$ cat src/rtl/sd_req_arbiter_pkg.sv
// sd_arb_pkg: FSM states and sector sizing shared by the SD request arbiter
package sd_arb_pkg;
  typedef enum logic [1:0] {IDLE, ISSUE, XFER, DONE} state_t;
  localparam int SECTOR_BYTES = 512;
  localparam int CNT_W = 10;
endpackage

$ cat src/rtl/sd_req_arbiter_if.sv
// sd_req_arbiter_if: requester-side and user_io-side signals of the SD sector link
interface sd_req_arbiter_if #(parameter int NREQ = 2);
  logic [NREQ-1:0] req_rd, req_wr, req_ack, req_dout_strobe, req_din_strobe, req_done, req_err;
  logic [32*NREQ-1:0] req_lba;
  logic [8*NREQ-1:0] req_din;
  logic [7:0] req_dout, sd_dout, sd_din;
  logic [31:0] sd_lba;
  logic sd_rd, sd_wr, sd_ack, sd_dout_strobe, sd_din_strobe, busy;
  modport slave (
    input req_rd, req_wr, req_lba, req_din, sd_ack, sd_dout, sd_dout_strobe, sd_din_strobe,
    output req_ack, req_dout, req_dout_strobe, req_din_strobe, req_done, req_err,
           sd_lba, sd_rd, sd_wr, sd_din, busy
  );
  modport master (
    output req_rd, req_wr, req_lba, req_din, sd_ack, sd_dout, sd_dout_strobe, sd_din_strobe,
    input req_ack, req_dout, req_dout_strobe, req_din_strobe, req_done, req_err,
          sd_lba, sd_rd, sd_wr, sd_din, busy
  );
endinterface

$ cat src/rtl/sd_req_arbiter_rr_pick.sv
// rr_pick: combinational round-robin selector, first requester at or after ptr wins
module rr_pick #(
  parameter int N = 2,
  parameter int W = 1
) (
  input  logic [N-1:0] req,
  input  logic [W-1:0] ptr,
  output logic         valid,
  output logic [W-1:0] idx
);
  logic [W-1:0] j;
  always_comb begin
    valid = |req;
    idx = '0;
    j = '0;
    // scan farthest offset first so the nearest requester overwrites
    for (int k = N - 1; k >= 0; k--) begin
      j = W'((int'(ptr) + k) % N);
      if (req[j]) idx = j;
    end
  end
endmodule

$ cat src/rtl/sd_req_arbiter.sv
// sd_req_arbiter: shares one user_io SD sector link among NREQ drive requesters
module sd_req_arbiter
  import sd_arb_pkg::*;
#(
  parameter int NREQ = 2,
  parameter logic [23:0] TIMEOUT = 24'd16000000
) (
  input logic clk,
  input logic reset,
  sd_req_arbiter_if.slave bus
);
  localparam int W = NREQ > 1 ? $clog2(NREQ) : 1;
  localparam logic [CNT_W-1:0] FULL = CNT_W'(SECTOR_BYTES);
  state_t state;
  logic [W-1:0] gnt, rr_ptr, pick_idx;
  logic pick_valid, err, owned, xfer;
  logic [23:0] tcnt;
  logic [CNT_W-1:0] bcnt;
  rr_pick #(.N(NREQ), .W(W)) u_pick (
    .req  (bus.req_rd | bus.req_wr),
    .ptr  (rr_ptr),
    .valid(pick_valid),
    .idx  (pick_idx)
  );
  assign owned = state == ISSUE || state == XFER;
  assign xfer = state == XFER;
  assign bus.busy = state != IDLE;
  assign bus.req_ack = NREQ'(owned) << gnt;
  assign bus.req_done = NREQ'(state == DONE) << gnt;
  assign bus.req_err = NREQ'(state == DONE && err) << gnt;
  // strobes bypass the registers so the requester sees them in the same cycle
  assign bus.req_dout_strobe = NREQ'(xfer && bus.sd_dout_strobe) << gnt;
  assign bus.req_din_strobe = NREQ'(xfer && bus.sd_din_strobe) << gnt;
  assign bus.req_dout = bus.sd_dout;
  assign bus.sd_din = bus.req_din[8*gnt +: 8];
  always_ff @(posedge clk) begin
    if (reset) begin
      state <= IDLE;
      gnt <= '0;
      rr_ptr <= '0;
      err <= 1'b0;
      tcnt <= '0;
      bcnt <= '0;
      bus.sd_lba <= '0;
      bus.sd_rd <= 1'b0;
      bus.sd_wr <= 1'b0;
    end else begin
      case (state)
        IDLE: if (pick_valid) begin
          gnt <= pick_idx;
          rr_ptr <= W'((int'(pick_idx) + 1) % NREQ);
          bus.sd_lba <= bus.req_lba[32*pick_idx +: 32];
          bus.sd_wr <= bus.req_wr[pick_idx];
          bus.sd_rd <= ~bus.req_wr[pick_idx];
          tcnt <= '0;
          state <= ISSUE;
        end
        ISSUE: begin
          tcnt <= tcnt + 24'd1;
          if (bus.sd_ack) begin
            bus.sd_rd <= 1'b0;
            bus.sd_wr <= 1'b0;
            bcnt <= '0;
            state <= XFER;
          end else if (tcnt == TIMEOUT - 24'd1) begin
            bus.sd_rd <= 1'b0;
            bus.sd_wr <= 1'b0;
            err <= 1'b1;
            state <= DONE;
          end
        end
        XFER: if (!bus.sd_ack) begin
          err <= bcnt != FULL;
          state <= DONE;
        end else if ((bus.sd_dout_strobe || bus.sd_din_strobe) && bcnt != FULL) begin
          bcnt <= bcnt + 1'b1;
        end
        DONE: begin
          err <= 1'b0;
          state <= IDLE;
        end
        default: state <= IDLE;
      endcase
    end
  end
endmodule
$ cat src/flat_wrapper.sv
// flat-port wrapper written by rule: the top's interface ports become plain ports
module sd_req_arbiter_flat import sd_arb_pkg::*;
#(
  parameter int NREQ = 2,
  parameter logic [23:0] TIMEOUT = 24'd16000000
)
  (clk, reset, bus_req_rd, bus_req_wr, bus_req_lba, bus_req_din, bus_sd_ack, bus_sd_dout, bus_sd_dout_strobe, bus_sd_din_strobe, bus_req_ack, bus_req_dout, bus_req_dout_strobe, bus_req_din_strobe, bus_req_done, bus_req_err, bus_sd_lba, bus_sd_rd, bus_sd_wr, bus_sd_din, bus_busy);
  sd_req_arbiter_if #(.NREQ(NREQ)) bus_i ();
  input logic clk;
  input logic reset;
  input wire logic [$bits(bus_i.req_rd)-1:0] bus_req_rd;
  input wire logic [$bits(bus_i.req_wr)-1:0] bus_req_wr;
  input wire logic [$bits(bus_i.req_lba)-1:0] bus_req_lba;
  input wire logic [$bits(bus_i.req_din)-1:0] bus_req_din;
  input wire logic [$bits(bus_i.sd_ack)-1:0] bus_sd_ack;
  input wire logic [$bits(bus_i.sd_dout)-1:0] bus_sd_dout;
  input wire logic [$bits(bus_i.sd_dout_strobe)-1:0] bus_sd_dout_strobe;
  input wire logic [$bits(bus_i.sd_din_strobe)-1:0] bus_sd_din_strobe;
  output wire logic [$bits(bus_i.req_ack)-1:0] bus_req_ack;
  output wire logic [$bits(bus_i.req_dout)-1:0] bus_req_dout;
  output wire logic [$bits(bus_i.req_dout_strobe)-1:0] bus_req_dout_strobe;
  output wire logic [$bits(bus_i.req_din_strobe)-1:0] bus_req_din_strobe;
  output wire logic [$bits(bus_i.req_done)-1:0] bus_req_done;
  output wire logic [$bits(bus_i.req_err)-1:0] bus_req_err;
  output wire logic [$bits(bus_i.sd_lba)-1:0] bus_sd_lba;
  output wire logic [$bits(bus_i.sd_rd)-1:0] bus_sd_rd;
  output wire logic [$bits(bus_i.sd_wr)-1:0] bus_sd_wr;
  output wire logic [$bits(bus_i.sd_din)-1:0] bus_sd_din;
  output wire logic [$bits(bus_i.busy)-1:0] bus_busy;
  assign bus_i.req_rd = bus_req_rd;
  assign bus_i.req_wr = bus_req_wr;
  assign bus_i.req_lba = bus_req_lba;
  assign bus_i.req_din = bus_req_din;
  assign bus_i.sd_ack = bus_sd_ack;
  assign bus_i.sd_dout = bus_sd_dout;
  assign bus_i.sd_dout_strobe = bus_sd_dout_strobe;
  assign bus_i.sd_din_strobe = bus_sd_din_strobe;
  assign bus_req_ack = bus_i.req_ack;
  assign bus_req_dout = bus_i.req_dout;
  assign bus_req_dout_strobe = bus_i.req_dout_strobe;
  assign bus_req_din_strobe = bus_i.req_din_strobe;
  assign bus_req_done = bus_i.req_done;
  assign bus_req_err = bus_i.req_err;
  assign bus_sd_lba = bus_i.sd_lba;
  assign bus_sd_rd = bus_i.sd_rd;
  assign bus_sd_wr = bus_i.sd_wr;
  assign bus_sd_din = bus_i.sd_din;
  assign bus_busy = bus_i.busy;
  sd_req_arbiter #(.NREQ(NREQ), .TIMEOUT(TIMEOUT)) u_core (.clk(clk), .reset(reset), .bus(bus_i));
endmodule
$ cat config.mk
export PLATFORM = sky130hd
export DESIGN_NAME = sd_req_arbiter_flat
export DESIGN_NICKNAME = d
export VERILOG_FILES = /design/src/rtl/sd_req_arbiter_pkg.sv /design/src/rtl/sd_req_arbiter_if.sv /design/src/rtl/sd_req_arbiter_rr_pick.sv /design/src/rtl/sd_req_arbiter.sv /design/src/flat_wrapper.sv
export SDC_FILE = /design/constraint.sdc
export NUM_CORES = 1
export LEC_CHECK = 0
export ABC_CLOCK_PERIOD_IN_PS = 1800
export CELL_PAD_IN_SITES_DETAIL_PLACEMENT = 0
export CELL_PAD_IN_SITES_GLOBAL_PLACEMENT = 1
export CORE_MARGIN = 5
export CORE_UTILIZATION = 27
export CTS_BUF_LIST = sky130_fd_sc_hd__clkbuf_4 sky130_fd_sc_hd__clkbuf_8 sky130_fd_sc_hd__clkbuf_16
export DETAILED_ROUTE_END_ITERATION = 8
export PLACE_DENSITY_LB_ADDON = 0.15
export SETUP_SLACK_MARGIN = 0.3
export SLEW_MARGIN = 5
export SYNTH_ARGS = -nofsm -noshare
export SYNTH_HDL_FRONTEND = slang
export SYNTH_SLANG_ARGS = --single-unit
export TNS_END_PERCENT = 10
$ cat constraint.sdc
create_clock -name clk -period 1.8 [get_ports clk]
set_input_delay 0.36 -clock clk [delete_from_list [all_inputs] [get_ports clk]]
set_output_delay 0.36 -clock clk [all_outputs]
set_load 0.05 [all_outputs]
After elaboration in Yosys (flattened, before gate mapping)
Cells that the tools add are included.

word-level totals
  output and inout bits = 61
  memories kept = 0
  latch bits = 0
  register bits = 73
  memory bits (read-only) = 0
  logic and storage cells = 85
  bits in writable memories = 0
  input port bits = 97

cells by class
  shifts and indexed selects = 7
  add/sub/neg operators = 4
  mux-type cells = 29
  multipliers = 0
  eq/ne operators = 13
  bitwise operators = 2
  div/mod/pow operators = 0
  magnitude comparators = 3
  reductions and logical operators = 18

operator list
  kind                   count
  $shiftx 64x7->32       1
  $pmux 24 s2            1
  $mux 10                3
  $add 24x1->24 const B  1
  $eq 24x24->1 const B   1
  $mux 24                1
  $pmux 10 s2            1
  $shiftx 16x5->8        1
  $mux 1                 15
  $ne 2x2->1 const B     6
  $add 10x1->10 const B  1
  $ne 10x10->1 const B   1
  $shl 1x1->2            5
  $mux 2                 4
  $pmux 2 s4             1
  $reduce_and 4->1       2
  $lt 1x2->1 const B     3
  $reduce_and 3->1       2
  $reduce_bool 2->1      3
  $eq 2x2->1 const B     2
  $logic_and 1x1->1      4
  $pmux 1 s2             2
  $reduce_and 2->1       2
  $ne 3x3->1 const B     1
  other kinds (10)       12

Depth between registers and ports, before layout
Gate-level depths: netlist of run 1.

  word-level depth = 10
  mapped depth = 8

Cells and area by module
A second synthesis of run 1 with hierarchy kept.

unflattened totals
  cell total of the unflattened synthesis = 458
  area, all modules = 3,917.5 sq um

modules (own cells, without submodules)
  module          area each (sq um)  times used  cells each
  sd_req_arbiter  3,900.0            1           455
  rr_pick         17.5               1           3

Least setup slack after synthesis of run 1
No wires, ideal clock.

  kind = reg2reg
  start = register u_core.state[0]
  end = register u_core.bus.sd_lba[22] (netlist name)
  path buffers = 2
  slack = -0.318 ns
  cell stages (with the launch flop) = 9
  library setup time = 0.066 ns
  arrival = 2.051 ns
  clock period less this slack = 2.118 ns
  cell sequence = dfxtp_1 -> inv_1 -> ha_1 -> buf_2 -> inv_1 -> nor3_1 -> clkbuf_1 -> a222oi_1 -> nor2_1

on the way
  cells in the longest elaborated chain, start to end = 2

ends and longest elaborated chain
  element                            line                     source
  start, declared                    sd_req_arbiter.sv:14     state_t state;
  start signal, assigned             sd_req_arbiter.sv:38     state <= IDLE;
  start signal, assigned             sd_req_arbiter.sv:56     state <= ISSUE;
  start signal, assigned             sd_req_arbiter.sv:64     state <= XFER;
  $logic_not 2->1                    sd_req_arbiter.sv:48     case (state)
  $reduce_and 2->1 (no source line)  -
  end signal, assigned               sd_req_arbiter.sv:52     bus.sd_lba <= bus.req_lba[32*pick_idx +: 32];
  end, declared                      sd_req_arbiter_if.sv:12  sd_lba, sd_rd, sd_wr, sd_din, busy

No other way between the ends.
A chain may end at the register's enable or synchronous reset.

Final worst setup path of run 1
  start = register u_core.state[0]
  end = output port bus_req_dout_strobe[1]

on the way
  cells in the longest elaborated chain, start to end = 3

ends and longest elaborated chain
  element            line                  source
  $eq 2x2->1         sd_req_arbiter.sv:26  assign xfer = state == XFER;
  $logic_and 1x1->1  sd_req_arbiter.sv:32  assign bus.req_dout_strobe = NREQ'(xfer && bus.sd_dout_strobe) << gnt;
  $shl 1x1->2        sd_req_arbiter.sv:32
  end, declared      flat_wrapper.sv:21    output wire logic [$bits(bus_i.req_dout_strobe)-1:0] bus_req_dout_strobe;

No other way between the ends.

==> results of run 1 <==
==> area by class of cell <==
class	instances	area, um^2	area share (%)
Inverter	9	37.5	0.605
Sequential cell	73	1470	23.7
Tap cell	176	220	3.55
Antenna cell	1	2.50	0.0403
Clock buffer	13	268	4.32
Clock inverter	3	15.0	0.242
Multi-Input combinational cell	281	2170	35.0
Timing Repair Buffer	202	2020	32.6
==> worst max path at each step <==
stage / startpoint / to / cells after the start
4_1_cts: u_core.state[0] / bus_req_dout_strobe[1] / 6
2_1_floorplan: u_core.state[0] / u_core.tcnt[22] / 7
3_3_place_gp: bus_req_rd[1] / u_core.tcnt[22] / 7
3_5_place_dp: bus_req_rd[1] / u_core.tcnt[23] / 7
5_1_grt: u_core.state[0] / bus_req_dout_strobe[0] / 7
6_report: u_core.state[0] / bus_req_dout_strobe[1] / 6
==> repair_timing <==
item	4_1_cts	5_1_grt
buffers inserted	6	1
pin swaps	40	58
resized for setup	74	13
setup endpoints to repair	92	92
==> power by group <==
part,internal [W],switching [W]
combinational,0.00200,0.00268
sequential,0.00192,0.000202
clock,0.00103,0.000666
==> Yosys cell counts (7+ instances only) <==
cell type / number
clkbuf_1: 16
nand2_1: 14
nand4_1: 11
ha_1: 8
a21oi_1: 15
mux2_2: 8
buf_4: 9
nand3_1: 14
nor2_1: 76
a222oi_1: 32
dfxtp_1: 73
and3_1: 7
inv_1: 9
and2_1: 7
xor2_1: 22
==> metrics by stage <==
stage	hold WS, ns	std cells
finish	0.477	758
global route	0.505	758
CTS	0.481	756
detailed placement	0.474	734
global placement	0.471	734
floorplan	0.450	396
==> cells by family after synthesis <==
kind of cell / share of synthesized area [%]
AO/OA/AOI/OAI: 18.2
XOR/XNOR: 6.65
adder cells (fa/ha/maj): 2.81
buffers and inverters: 6.01
flip-flops: 41.1
multiplexers: 2.81
AND/OR/NAND/NOR: 22.4
==> critical path, delay by kind of cell (launching register included) <==
kind                       cells  cell delay (ns)
buffers and inverters          4             0.44
DFF                            1             0.35
and+or+nand+nor                1             0.17
adders and majority gates      1             0.16
==> sequential cells by signal, summed over array words and instances (netlist names) <==
| register | flops |
|---|---|
| u_core.bus.sd_wr | 1 |
| u_core.err | 1 |
| u_core.rr_ptr | 1 |
| u_core.state | 2 |
| u_core.bcnt | 10 |
| u_core.tcnt | 24 |
| u_core.bus.sd_rd | 1 |
| u_core.gnt | 1 |
| u_core.bus.sd_lba | 32 |
==> layer usage <==
layer  share of wire (%)  vias up
met5               0.097        -
met4                 2.3        2
met3                 6.2       23
met2                  48      110
met1                  43     1713
li1                    -     1808
==> results_dict.tcl, run 1 <==
set metrics [dict create \
    power.total_w 0.00850 \
    hold_class "flop to flop" \
    grt_antenna_before_repair 2 \
    start_util_pct 27.2 \
    status "complete, but fails checks" \
    hold_path_end "u_core.bus.sd_wr" \
    die_x_um 125 \
    max_freq_mhz 551 \
    drive_gt1_share_pct 33.6 \
    crit_top_cell "buf_6" \
    worst_slack_ns -0.0149 \
    period_needed_ns 1.81 \
    setup-tns-final_ns -0.0272 \
    cts_buffers 9 \
    core_mm2 0.0131 \
    num-nets-final 681 \
    ys_seq_area_share_pct 41.1 \
    path_class "flop to output pin" \
    preCtsSetupSlack_ns -0.443 \
    clk_latency_ns 0.33 \
    slew_viol_final 0 \
    firstDrtPassIters 6 \
    gp_congestion 0.758 \
    use_met3_pct 4.59 \
    hold_depth 2 \
    netlist_top_cells_area "dfxtp_1, a222oi_1, nor2_1" \
    layout_commonest_cell "clkdlybuf4s50_1" \
    yosysTopAreaCellShare_pct 41.1 \
    synth_nets 501 \
    ant_nets 0 \
    cts_sinks 73 \
    cts_max_path_buffers 2 \
    async_reset_ff_share_pct 0 \
    grt-ovfl-total 0 \
    rsz0062_at_grt "yes" \
    dpl.hpwl_mm 8.28 \
    crit_fanout 4 \
    ys_seq_elements 73 \
    totalWireLength_mm 11.4 \
    grtUsageMet2_pct 24.7 \
    vias 3656 \
    drtIter0Drc 244 \
    grt_max_degree 35 \
    critPathSlowestCell "dfxtp_2" \
    netlist_area_mm2 0.00356 \
    area_growth_pct 74.3 \
    power-per-cell-area_mw_per_mm2 1370 \
    r2r_end "u_core.tcnt[23]" \
    dieArea_mm2 0.0156 \
    setup_viol 3 \
    cp.arrival_ns 1.45 \
    cp.required_ns 1.44 \
    r2r_start "u_core.state[0]" \
    skew_ns 0.00811 \
    hold_buffers 0 \
    clk_pin_slew_ns 0.05 \
    min_from "u_core.bus.sd_wr" \
    track_usage_pct 14.9 \
    use_met1_pct 17.6 \
    synth_warnings 0 \
    leakage_nw 2.45 \
    wire_per_inst_um 15.0 \
    avgSynthCellArea_um2 8.99 \
    fillers 1250 \
    period_share_pct 101 \
    hold_violations 0 \
    die_h_um 125 \
    synth_ff_type "dfxtp_1" \
    cts_tree "yes" \
    synthDistinctLibCells 50 \
    violations "negative setup slack" \
    portBuffers 141 \
    end_kind "output pin" \
    slew_headroom_pct 62.3 \
    grt_busiest_layer "met2" \
    layout_common_cells "clkdlybuf4s50_1, buf_4, nor2_1, dfxtp_1, a222oi_1" \
    reg2reg_slack_ns 0.03 \
    max_cap_viol_count 0 \
    vias_per_cell 4.82 \
    htreeDepth 3 \
    rows 42 \
    yosysTopAreaCell "dfxtp_1" \
    r2r_cells 7 \
    worst_slew_pin_slew_ns 0.559 \
    syn-instance-count 396 \
    synth_edf_count 0 \
    crit_chain "inv_2 > buf_6 > ha_4 > buf_6 > and3_4 > buf_12" \
    post-route-drc-count 0 \
    peakVddDrop_uv 626 \
    root_buffer "clkbuf_16" \
    grt_pass1_vias 3753 \
    slowest_delay_ns 0.35 \
    place_area_mm2 0.00549 \
    grt_pass1_wl_mm 19.0 \
    crit_path_start_kind "flop" \
    design_area_mm2 0.00620 \
    ios 158 \
    final_core_util_pct 47.4 \
]
No activity file was read; power rests on OpenSTA's default activity.
==> inputs of run 2 (changes only) <==
Settings changed: TNS_END_PERCENT 10 to 20.
==> run 2 against run 1 <==
Effect of this change:
- flip-flop and latch count unchanged
- total power up 8.9%
- the run still ends with negative setup slack left
- sequential share of layout area down 0.81 points
- largest power group unchanged
==> results_dict.tcl, run 2 (synthesized netlist as in run 1, its figures left out) <==
set metrics [dict create \
    status "complete, but fails checks" \
    violations "negative setup slack" \
    cp.arrival_ns 1.47 \
    vias 3785 \
    place_area_mm2 0.00551 \
    path_class "flop to output pin" \
    rows 42 \
    area_growth_pct 81.3 \
    totalWireLength_mm 12.5 \
    crit_path_start_kind "flop" \
    layout_common_cells "buf_4, clkdlybuf4s50_1, nor2_1, dfxtp_1, a222oi_1" \
    final_core_util_pct 49.3 \
    core_mm2 0.0131 \
    drtIter0Drc 230 \
    skew_ns 0.00597 \
    cp.required_ns 1.44 \
    root_buffer "clkbuf_16" \
    gp_congestion 0.769 \
    setup-tns-final_ns -0.120 \
    diodes 0 \
    end_kind "output pin" \
    die_h_um 125 \
    design_area_mm2 0.00645 \
    slew_headroom_pct 75.6 \
    wire_per_inst_um 16.2 \
    hold-worst-slack_ns 0.465 \
    htreeDepth 3 \
    cts_sinks 73 \
    drive_gt1_share_pct 36.2 \
    track_usage_pct 15.7 \
    worst_slew_pin_slew_ns 0.366 \
    clk_latency_ns 0.34 \
    max_freq_mhz 545 \
    hold_violations 0 \
    ant_nets 0 \
    grt_max_degree 34 \
    power-per-cell-area_mw_per_mm2 1440 \
    grt_antenna_before_repair 0 \
    worst_slack_ns -0.0346 \
    top_register "u_core.bus.sd_lba" \
    dpl.hpwl_mm 8.96 \
    post-route-drc-count 0 \
    period_needed_ns 1.83 \
    r2r_start "u_core.state[0]" \
    max_cap_viol_count 0 \
    grt-ovfl-total 0 \
    reg_top3 "u_core.bus.sd_lba x32, u_core.tcnt x24, u_core.bcnt x10" \
    crit_fanout 4 \
    min_from "u_core.bus.sd_rd" \
    cts_tree "yes" \
    cp-startpoint "u_core.state[0]" \
    rsz0062_at_grt "yes" \
    dieArea_mm2 0.0156 \
    die_x_um 125 \
    vias_per_cell 4.90 \
    grt_pass1_wl_mm 19.8 \
    cts_buffers 9 \
    slew_viol_final 0 \
    setup_viol 7 \
    firstDrtPassIters 6 \
    period_share_pct 102 \
    ios 158 \
    leakage_nw 2.58 \
    grt_pass1_vias 3831 \
    cts_max_path_buffers 2 \
    start_util_pct 27.2 \
    num-nets-final 696 \
    layout_commonest_cell "buf_4" \
    largest_reg_flops 32 \
    hold_buffers 0 \
    peakVddDrop_uv 750 \
    hold_class "flop to flop" \
    fillers 1225 \
    clk_pin_slew_ns 0.06 \
    portBuffers 141 \
]
==> run 2: cell count changes in the layout (fill, tap and decap cells not counted), sizes merged <==
cell	previous run	this run
clkinv	3	2
dlymetal6s2s	0	1
buf	114	127
clkinvlp	1	2
bufinv	0	2
inv	8	9
diode	1	0
dlygate4sd2	4	3
clkbuf	13	12
==> run 2: repair_timing <==
item	in CTS	in global routing
endpoints found under the setup margin	92	92
setup buffers	9	10
gates resized for setup	74	36
pin swaps	25	53
cloned	0	2
==> run 2: layout make-up <==
cell class / count / area [um^2] / share of cell area [%]
Clock buffer: 10 / 233 / 3.61
Clock inverter: 6 / 90.1 / 1.40
Inverter: 9 / 45.0 / 0.698
Multi-Input combinational cell: 281 / 2200 / 34.2
Sequential cell: 73 / 1480 / 22.9
Tap cell: 176 / 220 / 3.41
Timing Repair Buffer: 217 / 2180 / 33.8
==> run 2: metrics by stage <==
stage | power (W) | std cells | worst slack (ns)
5_1_grt | 0.00977 | 772 | -0.117
3_5_place_dp | 0.00635 | 735 | -0.370
3_3_place_gp | 0.00633 | 735 | -0.338
4_1_cts | 0.00884 | 760 | -0.0585
2_1_floorplan | 0.00489 | 396 | -0.0292
6_report | 0.00926 | 772 | -0.0346
==> run 2: final timing paths <==
path | endpoint | slack, ns | depth (start not counted)
worst max-delay path | bus_busy | -0.03 | 7
worst min-delay path | u_core.bus.sd_rd | 0.46 | 2
worst min register to register | u_core.bus.sd_rd | 0.46 | 2
worst max register to register | u_core.bus.sd_lba[0] | -0.02 | 11
==> run 2: worst max-delay path, stage by stage, from the launching register on <==
cell and delay [ns]:
dfxtp_4 0.36, inv_6 0.06, ha_4 0.15, buf_6 0.11, buf_6 0.09, clkinvlp_4 0.07, buf_4 0.14, buf_8 0.14
==> run 2: report_power, final <==
part | switching [W] | internal, W
sequential | 0.000201 | 0.00193
combinational | 0.00285 | 0.00232
clock | 0.000728 | 0.00123
==> run 2: per-layer routing <==
metal / GRT usage [%] / vias to the layer above / wire length, um
li1: - / 1838 / -
met3: 6.78 / 13 / 960
met1: 18.4 / 1810 / 5240
met2: 25.9 / 124 / 6140
met5: 0 / - / 0
met4: 4.64 / 0 / 179
